<file path="src/rtl/sr_drive_ctrl.sv">
// -----------------------------------------------------------------------------
// sr_drive_ctrl
//
// Drives the S/R inputs of a downstream sr_latch from single-cycle set/clear
// requests. Each accepted request produces one timed pulse on exactly one of
// S or R. After a settle interval the latch outputs are read back and a
// mismatch is flagged. A guard interval follows before the next request is
// accepted.
//
// Sequence per accepted request (cycles after the sampling edge):
//   PULSE  (PULSE_W cycles)  : s_out = target, r_out = !target
//   SETTLE (SETTLE_W cycles) : both drives low
//   CHECK  (1 cycle)         : done = 1, feedback compared against target
//   GAP    (GAP_W cycles)    : both drives low, requests ignored
//
// Optional build macro SR_DRV_SKIP_EN: when defined, a lone request that
// already matches the latch state skips PULSE/SETTLE and goes straight to
// CHECK. When undefined, every accepted request is pulsed.
//
// Ports:
//   clk      in   rising-edge clock
//   rst      in   synchronous reset, active-high
//   set_req  in   request to set the latch (sampled only in IDLE)
//   clr_req  in   request to clear the latch (sampled only in IDLE)
//   q_fb     in   latch P output
//   qn_fb    in   latch Q output
//   s_out    out  latch S drive, registered
//   r_out    out  latch R drive, registered
//   busy     out  high whenever the controller is not idle
//   done     out  one-cycle pulse in the CHECK cycle
//   err[1:0] out  sticky flags: bit0 request conflict, bit1 feedback mismatch
// -----------------------------------------------------------------------------
module sr_drive_ctrl #(
    parameter int PULSE_W  = 4,
    parameter int SETTLE_W = 3,
    parameter int GAP_W    = 2
) (
    input  logic       clk,
    input  logic       rst,
    input  logic       set_req,
    input  logic       clr_req,
    input  logic       q_fb,
    input  logic       qn_fb,
    output logic       s_out,
    output logic       r_out,
    output logic       busy,
    output logic       done,
    output logic [1:0] err
);

    localparam int MAX_W = (PULSE_W > SETTLE_W)
                         ? ((PULSE_W  > GAP_W) ? PULSE_W  : GAP_W)
                         : ((SETTLE_W > GAP_W) ? SETTLE_W : GAP_W);
    localparam int CNT_W = $clog2(MAX_W + 1);

    localparam logic [CNT_W-1:0] PULSE_LD  = CNT_W'(PULSE_W);
    localparam logic [CNT_W-1:0] SETTLE_LD = CNT_W'(SETTLE_W);
    localparam logic [CNT_W-1:0] GAP_LD    = CNT_W'(GAP_W);
    localparam logic [CNT_W-1:0] CNT_ONE   = CNT_W'(1);

    typedef enum logic [2:0] {
        ST_IDLE,
        ST_PULSE,
        ST_SETTLE,
        ST_CHECK,
        ST_GAP
    } state_t;

    state_t           state_reg, state_next;
    logic [CNT_W-1:0] cnt_reg, cnt_next;
    logic             target_reg, target_next;
    logic             s_reg, s_next;
    logic             r_reg, r_next;
    logic [1:0]       err_set;
    logic             err_flag_reg [2];
    logic             lone_req;
    logic             skip_hit;

    assign lone_req = set_req ^ clr_req;

`ifdef SR_DRV_SKIP_EN
    // A lone request whose target already shows on both latch outputs needs
    // no drive; only the readback check is performed.
    assign skip_hit = lone_req && (set_req ? ( q_fb && !qn_fb)
                                           : (!q_fb &&  qn_fb));
`else
    assign skip_hit = 1'b0;
`endif

    // -------------------------------------------------------------------------
    // Next-state and drive logic
    // -------------------------------------------------------------------------
    always_comb begin
        state_next  = state_reg;
        cnt_next    = cnt_reg;
        target_next = target_reg;
        err_set     = 2'b00;

        case (state_reg)
            ST_IDLE: begin
                if (set_req && clr_req) begin
                    err_set[0] = 1'b1;
                end else if (lone_req) begin
                    target_next = set_req;
                    if (skip_hit) begin
                        state_next = ST_CHECK;
                        cnt_next   = '0;
                    end else begin
                        state_next = ST_PULSE;
                        cnt_next   = PULSE_LD;
                    end
                end
            end
            ST_PULSE: begin
                // The counter holds the number of cycles left in the state,
                // including the current one; leave when it reaches 1.
                if (cnt_reg <= CNT_ONE) begin
                    state_next = ST_SETTLE;
                    cnt_next   = SETTLE_LD;
                end else begin
                    cnt_next = cnt_reg - CNT_ONE;
                end
            end
            ST_SETTLE: begin
                if (cnt_reg <= CNT_ONE) begin
                    state_next = ST_CHECK;
                    cnt_next   = '0;
                end else begin
                    cnt_next = cnt_reg - CNT_ONE;
                end
            end
            ST_CHECK: begin
                if ((q_fb != target_reg) || (qn_fb != !target_reg)) begin
                    err_set[1] = 1'b1;
                end
                state_next = ST_GAP;
                cnt_next   = GAP_LD;
            end
            ST_GAP: begin
                if (cnt_reg <= CNT_ONE) begin
                    state_next = ST_IDLE;
                    cnt_next   = '0;
                end else begin
                    cnt_next = cnt_reg - CNT_ONE;
                end
            end
            default: begin
                state_next = ST_IDLE;
                cnt_next   = '0;
            end
        endcase

        // Drives are registered from the next state so the pulse starts on
        // the accepting edge. Only one of the two can be high because both
        // are gated by the same PULSE term with opposite target polarity.
        s_next = (state_next == ST_PULSE) &&  target_next;
        r_next = (state_next == ST_PULSE) && !target_next;
    end

    // -------------------------------------------------------------------------
    // State, counter, target and drive registers
    // -------------------------------------------------------------------------
    always_ff @(posedge clk) begin
        if (rst) begin
            state_reg  <= ST_IDLE;
            cnt_reg    <= '0;
            target_reg <= 1'b0;
            s_reg      <= 1'b0;
            r_reg      <= 1'b0;
        end else begin
            state_reg  <= state_next;
            cnt_reg    <= cnt_next;
            target_reg <= target_next;
            s_reg      <= s_next;
            r_reg      <= r_next;
        end
    end

    // -------------------------------------------------------------------------
    // Sticky error flags: set-only, cleared only by reset
    // -------------------------------------------------------------------------
    generate
        for (genvar gi = 0; gi < 2; gi++) begin : g_err
            always_ff @(posedge clk) begin
                if (rst) begin
                    err_flag_reg[gi] <= 1'b0;
                end else if (err_set[gi]) begin
                    err_flag_reg[gi] <= 1'b1;
                end
            end
        end
    endgenerate

    assign s_out = s_reg;
    assign r_out = r_reg;
    assign busy  = (state_reg != ST_IDLE);
    assign done  = (state_reg == ST_CHECK);
    assign err   = {err_flag_reg[1], err_flag_reg[0]};

endmodule

</file>
<file path="config.mk">
export PLATFORM = sky130hd
export DESIGN_NAME = sr_drive_ctrl
export DESIGN_NICKNAME = d
export VERILOG_FILES = /design/src/rtl/sr_drive_ctrl.sv
export SDC_FILE = /design/constraint.sdc
export NUM_CORES = 1
export LEC_CHECK = 0
export CAP_MARGIN = 20
export CORE_AREA = 2 2 39 41
export CTS_BUF_LIST = sky130_fd_sc_hd__clkbuf_8
export DETAILED_ROUTE_END_ITERATION = 7
export DIE_AREA = 0 0 41 43
export PLACE_DENSITY = 0.76
export SLEW_MARGIN = 25
export SYNTH_ARGS = -nofsm -noshare
export SYNTH_HDL_FRONTEND = slang
export SYNTH_SLANG_ARGS = --single-unit
</file>
<file path="constraint.sdc">
create_clock -name clk -period 1.5 [get_ports clk]
set_input_delay 0.375 -clock clk [delete_from_list [all_inputs] [get_ports clk]]
set_output_delay 0.375 -clock clk [all_outputs]
set_load 0.02 [all_outputs]
</file>
---- Word level (Yosys, flattened, before mapping) ----
Memories as Yosys holds them, arrays and structs flattened.
Index checks and enable logic that the tools add are counted.
word-level totals
  register bits ........................... 9
  bits in latches ......................... 0
  bits in writable memories ............... 2
  ROM bits ................................ 0
  input port bits ......................... 6
  output and inout bits ................... 6
  logic and storage cells ................. 58
  memories kept ........................... 1
cells by class
  add/sub/neg operators ................... 1
  $mul .................................... 0
  divide/modulo/power cells ............... 0
  $lt $le $gt $ge ......................... 1
  equal/unequal tests ..................... 9
  shift operators ......................... 0
  muxes and demuxes ....................... 28
  bitwise operators ....................... 3
  reductions and logical operators ........ 10
memory list
  memory        words  bits a word  read ports  clocked after Yosys merged registers in  wr ports  RTL line  RTL
  err_flag_reg  2      1            2           0                                        2         75        logic err_flag_reg [2];
operator list
  operator                                                                count
  3-bit 2-to-1 mux                                                        9
  1-bit 2-to-1 mux                                                        17
  3-bit one-hot mux with 5 select lines                                   1
  3-bit one-hot mux with 4 select lines                                   1
  3-bit by 1-bit equality test with 1-bit output (second input constant)  2
  3-bit by 2-bit equality test with 1-bit output (second input constant)  2
  2-bit inequality test (second input constant)                           2
  3-bit equality test (second input constant)                             1
  3-bit by 1-bit <= comparator with 1-bit output (second input constant)  1
  1-bit logical AND                                                       3
  3-bit logical NOT                                                       1
  3-bit nonzero test                                                      1
  3-bit by 1-bit subtractor with 3-bit output (second input constant)     1
  1-bit logical NOT                                                       2
  1-bit inequality test                                                   2
  1-bit bitwise OR                                                        2
  2-bit AND reduction                                                     1
  2-bit OR reduction                                                      1
  1-bit logical OR                                                        1
  1-bit bitwise XOR                                                       1

---- Logic depth before layout (Yosys ltp) ----
Gate-level depths: netlist (run 1).
  word-level depth ........................ 9
  depth in mapped cells ................... 6
  mapped depth without buffers ............ 6

---- Worst setup path after synthesis (run 1) ----
No wires, ideal clock.
  kind .................................... register to register
  from .................................... reg cnt_reg[1]
  to ...................................... reg cnt_reg[0]
  library setup time ...................... 0.092 ns
  arrival time ............................ 1.320 ns
  required time ........................... 1.408 ns
  slack ................................... 0.088 ns
  stages on the path, launching flop included .. 7
  path buffers ............................ 0
  period minus slack after synthesis ...... 1.412 ns
  path through ............................ dfxtp_1 > inv_1 > ha_1 > o21ba_4 > nor2_2 > o32a_1 > o32ai_1
on the way
  word-level cells in the longest chain between the ends .. 3
  elaborated cells on any way between the ends .. 4
  classes of those cells .................. 1 x order compare; 3 x mux
ends and longest elaborated chain
  item                                              RTL line       RTL
  start, declared                                   70             logic [CNT_W-1:0] cnt_reg, cnt_next;
  start signal, assigned                            172            cnt_reg <= cnt_next;
  3-bit by 1-bit <= comparator with 1-bit output *  117, 125, 140
  3-bit 2-to-1 mux (on tied branches)               125, 140, 117
  3-bit one-hot mux with 4 select lines *           99             case (state_reg)
Every way passes the cells marked *; elsewhere a longest branch is shown, timed or not.
A chain may end at the register's enable or synchronous reset.

---- Worst setup path in the final report (run 1) ----
  from .................................... in set_req
  to ...................................... reg state_reg[0]
on the way
  word-level cells in the longest chain between the ends .. 4
  elaborated cells on any way between the ends .. 5
  classes of those cells .................. 3 x mux; 1 x bitwise; 1 x reduce/logical
ends and longest elaborated chain
  item                                     RTL line  RTL
  start, declared                          40        input logic set_req,
  1-bit bitwise XOR                        79        assign lone_req = set_req ^ clr_req;
  3-bit 2-to-1 mux                         103       end else if (lone_req) begin
  3-bit 2-to-1 mux *                       101       if (set_req && clr_req) begin
  3-bit one-hot mux with 5 select lines *  99
  end signal, assigned                     171       state_reg <= state_next;
  end, declared                            69        state_t state_reg, state_next;
Marks and branches as above.

==> reports/results.ini, run 1 <==
[worst_setup_path]
critPathMaxStageDelay_ps = 270
critPathLaunchType = input port
path_class = input port to flip-flop
arrival_ps = 1580
worstReg2RegStart = cnt_reg[1]
worstPathCellList = dlygate4sd2_1, ha_1, nor2b_4, buf_6, o31ai_2, a21oi_1, a21boi_2
path_max_fanout = 5
reg2reg_slack_ps = 70
reg2regPathDepth = 6
setup.worst_path.start = set_req
end_kind = flip-flop
rr_endpoint = cnt_reg[2]
crit_slowest_cell = ha_1
required_ps = 1630

[power_and_ir_drop]
p_switching_uw = 650
seqPwrFrac_pct = 25.6
power-per-cell-area_nw_per_um2 = 1830
p_leak_uw = 0.000413
peakVddDrop_v = 0.000833
swShare_pct = 38.2
internal_power_uw = 1050
pwr-share-comb_pct = 56.7
clkPwrFrac_pct = 17.7

[logic_synthesis]
syn_nets = 85
synth_top_area_share_pct = 30.4
synth_edf_count = 1
avgSynthCellArea_sq_um = 8.68
synth_seq_cells = 11
synth_area_sq_um = 659
synth_flop_cell = dfxtp_1
ys_seq_area_share_pct = 34.9
synthCells = 76
yosys_warnings = 0
ys_types = 38
async_flop_share_pct = 0
synth_area_leaders = dfxtp_1, ha_1, nor2_1, nor2b_1, edfxtp_1
yosys.area.top_type = dfxtp_1

[sta]
rsz0062_at_grt = no
period_needed_ps = 1450
relSlewSlack_pct = 80.1
totalNegativeSetupSlack_ps = 0
post-route-period-util_pct = 96.6
setup_violations = 0
slew_viol_final = 0
final-hold-violation-count = 0
max_freq_ghz = 0.690
worst_hold_slack_ps = 466
finClkSkew_ps = 2.60
worst_slew_pin_slew_ps = 294

[clock_tree]
htree_levels = 1
root_buffer = clkbuf_8
cts_inserted_buffers = 3
clkTransAtPathRegs_ps = 50
postCtsHoldBufs = 0
cts_tree = yes
cts_max_path_buffers = 2
clk_latency_ps = 240
clkSinkCount = 11

[finish]
nets = 110
area_growth_pct = 40.8
final_util_pct = 67.1
post_route_cells_drive_above_1_share_pct = 33.0
antennaDiodeCount = 0
fillers = 123

[global_route]
grt_start_max_net_pins = 15
grt_pass1_vias = 622
antenna_found_initial = 0
grt-ovfl-total = 0
grtUsageTotal_pct = 22.1
grt_pass1_wl_microns = 2560

[hold_path]
hold-path-endpoint = err_flag_reg[1]
hold_depth = 2
hold_start = err_flag_reg[1]
hold_class = flip-flop to flip-flop

[die]
die_width_microns = 41
core-area_sq_um = 1380
die_area_sq_um = 1760
io_pins = 12
die_h_microns = 43
core.rowCount = 14
start_util_pct = 47.6

[route]
finalWirelength_microns = 1600
via_count = 633
routed_via_density = 5.46
wl_per_cell_microns = 13.8
drtPass1Iterations = 4
drc = 0
drtIter0Drc = 12
ant_nets = 0

[run_status]
status = completed

[placement]
globalplace.congestion = 0.916
portBuffers = 11
hpwl_microns = 1170

[job]
maxCapViolCount = 0

critical path, delay by kind of cell:
family	cells	cell delay (ps)
AO/OA/AOI/OAI	3	440
AND/OR/NAND/NOR	1	130
buffers and inverters	2	370
adder cells (fa/ha/maj)	1	270
logic make-up after synthesis:
kind of cell,after synthesis,share of synthesized area (%)
AND/OR/NAND/NOR,32,27.9
XOR/XNOR,1,1.33
adder cells (fa/ha/maj),3,5.69
buffers and inverters,10,7.40
flip-flops,11,34.9
multiplexers,1,1.52
AO/OA/AOI/OAI,18,21.3
routing by layer:
layer / vias up / global-route usage (%) / routed length (microns)
li1: 315 / - / -
met1: 287 / 24.4 / 644
met2: 26 / 35.3 / 786
met3: 5 / 5.24 / 119
met4: 0 / 14.0 / 47
met5: - / 0 / 0
layout by cell type (no fill, tap or decap), drive strengths merged, types with 2 or more instances in the layout:
cell type / Yosys / final
buf: 5 / 16
nor2: 10 / 10
dfxtp: 10 / 10
dlygate4sd2: 0 / 6
inv: 4 / 5
nor2b: 5 / 5
nand2b: 4 / 4
clkbuf: 1 / 4
nand2: 3 / 3
clkdlybuf4s50: 0 / 3
ha: 3 / 3
a31oi: 2 / 2
o32ai: 2 / 2
a21oi: 2 / 2
and3b: 2 / 2
nor3: 2 / 2
o21ai: 2 / 2
o31ai: 2 / 2
Yosys cell counts, types with 2 or more instances:
library cell  instances
a21oi_1               2
o31ai_1               2
nand2_1               3
nand2b_1              4
o32ai_1               2
nor2b_1               5
buf_2                 3
a31oi_1               2
buf_4                 2
nor2_1                9
inv_1                 4
ha_1                  3
dfxtp_1              10
metrics by stage:
stage | cells | cell area [sq um] | setup WS [ps] | power [uW]
6_report | 116 | 928 | 51.0 | 1700
4_1_cts | 115 | 921 | 7.20 | 1660
5_1_grt | 116 | 928 | 4.67 | 1830
3_3_place_gp | 110 | 853 | -370 | 1310
3_5_place_dp | 110 | 853 | -461 | 1330
2_1_floorplan | 76 | 659 | 88.1 | 994
worst max-delay path by stage:
stage                        end  slack (ps)  cells after the start
floorplan             cnt_reg[0]          90                      6
global placement    state_reg[0]        -370                      7
detailed placement    cnt_reg[1]        -460                      7
CTS                         done           7                      2
global route          cnt_reg[0]           5                      6
finish              state_reg[0]          50                      7
layout make-up:
cell class                 count  area (sq um)  area share (%)
timing repair buffer          26           209            22.5
clock buffer                   3          41.3            4.45
sequential                    11           231            24.9
inverter                       4          15.0            1.62
tap                           16          20.0            2.16
clock inverter                 1          3.75           0.404
multi-input combinational     55           408            43.9
what timing repair did:
action                                 in CTS  in global routing
buffers inserted                            1                  1
endpoints found under the hold margin       0                  0
resized for setup                          17                  6
pin swaps                                   4                  4
setup endpoints to repair                  13                  5
power groups by stage:
| stage | sequential, uW | combinational (uW) | clock (uW) |
|---|---|---|---|
| floorplan | 454 | 539 | 0 |
| global placement | 437 | 874 | 0 |
| detailed placement | 439 | 891 | 0 |
| CTS | 435 | 921 | 306 |
| global route | 449 | 1060 | 320 |
| finish | 436 | 964 | 301 |
Note: power is estimated with default switching activity, not from simulation.
==> run 2: changes to the inputs <==
Settings changed: ABC_CLOCK_PERIOD_IN_PS from default to 1500.
==> results of run 2 <==
The final DEF is identical to that of run 1; final timing and power are the same.
==> run 3: changes to the inputs <==
Settings changed: CORE_AREA 2 2 39 41 to default, CORE_UTILIZATION from default to 43, DIE_AREA 0 0 41 43 to default, PLACE_DENSITY 0.76 to 0.68.
==> run 3 against run 2 <==
Power fell by 2.8%. Register-to-register slack got worse by 30 ps. Core utilization rose by 0.77 points. Cell count fell by 2.6%. Sequential share of layout area rose by 0.17 points. Setup slack got worse by 14 ps. Design area fell by 0.13%. Global-route usage fell by 1.1 points.
==> reports/results.ini, run 3 (synthesis gave the netlist of run 1 again) <==
[sta]
relSlewSlack_pct = 84.3  ; +4.2 points
setup_violations = 0  ; unchanged
rsz0062_at_grt = yes
slew_viol_final = 0  ; unchanged
final-hold-violation-count = 0  ; unchanged
finClkSkew_ps = 5.98  ; +3.37 ps
setup_ws_ps = 36.6  ; -14.4 ps
max_freq_ghz = 0.683  ; -0.98%
post-route-period-util_pct = 97.6  ; +0.96 points
totalNegativeSetupSlack_ps = 0  ; unchanged
worst_slew_pin_slew_ps = 229  ; -65.0 ps
period_needed_ps = 1460  ; +14.4 ps

[die]
die_width_microns = 41.2  ; +0.39%
die_area_sq_um = 1690  ; -3.9%
core-area_sq_um = 1370  ; -1.3%
core.rowCount = 13  ; -1
start_util_pct = 48.3  ; +0.61 points
io_pins = 12  ; unchanged
die_h_microns = 41.2  ; -4.3%

[route]
drtPass1Iterations = 6  ; +2
routed_via_density = 5.62  ; +3.0%
ant_nets = 0  ; unchanged
drc = 0  ; unchanged
drtIter0Drc = 20  ; +8
finalWirelength_microns = 1540  ; -3.8%
wl_per_cell_microns = 13.6  ; -1.3%
via_count = 635  ; +0.32%

[finish]
antennaDiodeCount = 0  ; unchanged
stdcell_area_sq_um = 927  ; -0.13%
final_common_cell = buf_4
nets = 108  ; -1.8%
area_growth_pct = 40.6
regArea_sq_um = 233  ; +0.54%
post_route_cells_drive_above_1_share_pct = 31.6  ; -1.4 points
final_util_pct = 67.9  ; +0.77 points
fillers = 108  ; -12%
layout_common_cells = buf_4, nor2_1, dfxtp_1
final_cells = 113  ; -2.6%
multi_input_area_sq_um = 415  ; +1.8%

[clock_tree]
clkTransAtPathRegs_ps = 50  ; about the same
root_buffer = clkbuf_8
clkSinkCount = 11  ; unchanged
htree_levels = 1  ; unchanged
cts_max_path_buffers = 2  ; unchanged
postCtsHoldBufs = 0  ; unchanged
cts_inserted_buffers = 3  ; unchanged
cts_tree = yes
clk_latency_ps = 240  ; about the same

[placement]
dpl.cell_count = 109  ; -0.91%
post-place-ws_ps = -416  ; +44.1 ps
hpwl_microns = 1120  ; -4.8%
globalplace.congestion = 0.836  ; -8.7%
portBuffers = 11  ; unchanged
place_area_sq_um = 852  ; -0.15%

[global_route]
antenna_found_initial = 0  ; unchanged
grt-ovfl-total = 0  ; unchanged
grtUsageTotal_pct = 21.0  ; -1.1 points
grt_pass1_vias = 505  ; -19%
grt_start_max_net_pins = 15  ; unchanged
grt_pass1_wl_microns = 2190  ; -14%

[worst_setup_path]
end_kind = flip-flop
path_max_fanout = 5  ; unchanged
arrival_ps = 1590  ; about the same
required_ps = 1620  ; about the same
path_class = flip-flop to flip-flop
critPathLaunchType = flip-flop

[power_and_ir_drop]
power-per-cell-area_nw_per_um2 = 1780  ; -2.6%
p_leak_uw = 0.000408  ; -1.2%
peakVddDrop_v = 0.000993  ; +19%

[job]
maxCapViolCount = 0  ; unchanged

[hold_path]
hold_class = flip-flop to flip-flop

[run_status]
status = completed

[run 3: changes by cell type in the layout (fill, tap and decap cells not counted), sizes merged]
| cell | change |
|---|---|
| buf | -2 |
| clkbuf | -1 |
| clkdlybuf4s15 | +1 |
[run 3: power by group]
group / internal, uW / leakage [uW] / total, uW / switching (uW)
clock network: 179 / 0.0000269 / 289 / 109
logic: 452 / 0.000288 / 926 / 474
registers: 380 / 0.0000933 / 439 / 59.4
total: 1010 / 0.000408 / 1650 / 643
[run 3: worst paths after layout]
kind              startpoint              end  slack (ps)  cells after the start
max               cnt_reg[1]       cnt_reg[1]          40                      6
min          err_flag_reg[1]  err_flag_reg[1]         460                      2
max reg2reg       cnt_reg[1]       cnt_reg[1]          40                      6
min reg2reg  err_flag_reg[1]  err_flag_reg[1]         460                      2
[run 3: layout make-up]
| cell class | count | area share (%) |
|---|---|---|
| flip-flops and latches | 11 | 25.1 |
| repair buffers | 24 | 21.6 |
| inverters | 4 | 1.62 |
| well taps | 15 | 2.02 |
| clock buffers | 3 | 4.45 |
| multi-input cells | 55 | 44.8 |
| clock inverters | 1 | 0.405 |
[run 3: metal layers]
| metal | global-route usage, % | vias to the layer above | wire length (microns) | part of all wire, % |
|---|---|---|---|---|
| li1 | - | 314 | - | - |
| met1 | 26.6 | 298 | 669 | 44 |
| met2 | 30.9 | 21 | 757 | 49 |
| met3 | 8.15 | 2 | 100 | 6.5 |
| met4 | 9.68 | 0 | 10 | 0.65 |
| met5 | 0 | - | 0 | 0 |
[run 3: what timing repair did]
action / CTS / global route
resized for setup: 17 / 6
setup buffers: 0 / 0
pin swaps: 4 / 2
setup endpoints to repair: 13 / 4
[run 3: critical path: stages, from the launching register on]
cell      delay, ps
dfxtp_2         320
inv_1            70
ha_1            150
o21ba_4         170
or2_4           260
a311oi_2        280
o21ai_1          90
[run 3: per-stage QoR]
stage | power (uW) | hold WS, ps
detailed placement | 1300 | 467
floorplan | 994 | 438
global placement | 1290 | 447
finish | 1650 | 463
global route | 1760 | 516
CTS | 1590 | 474
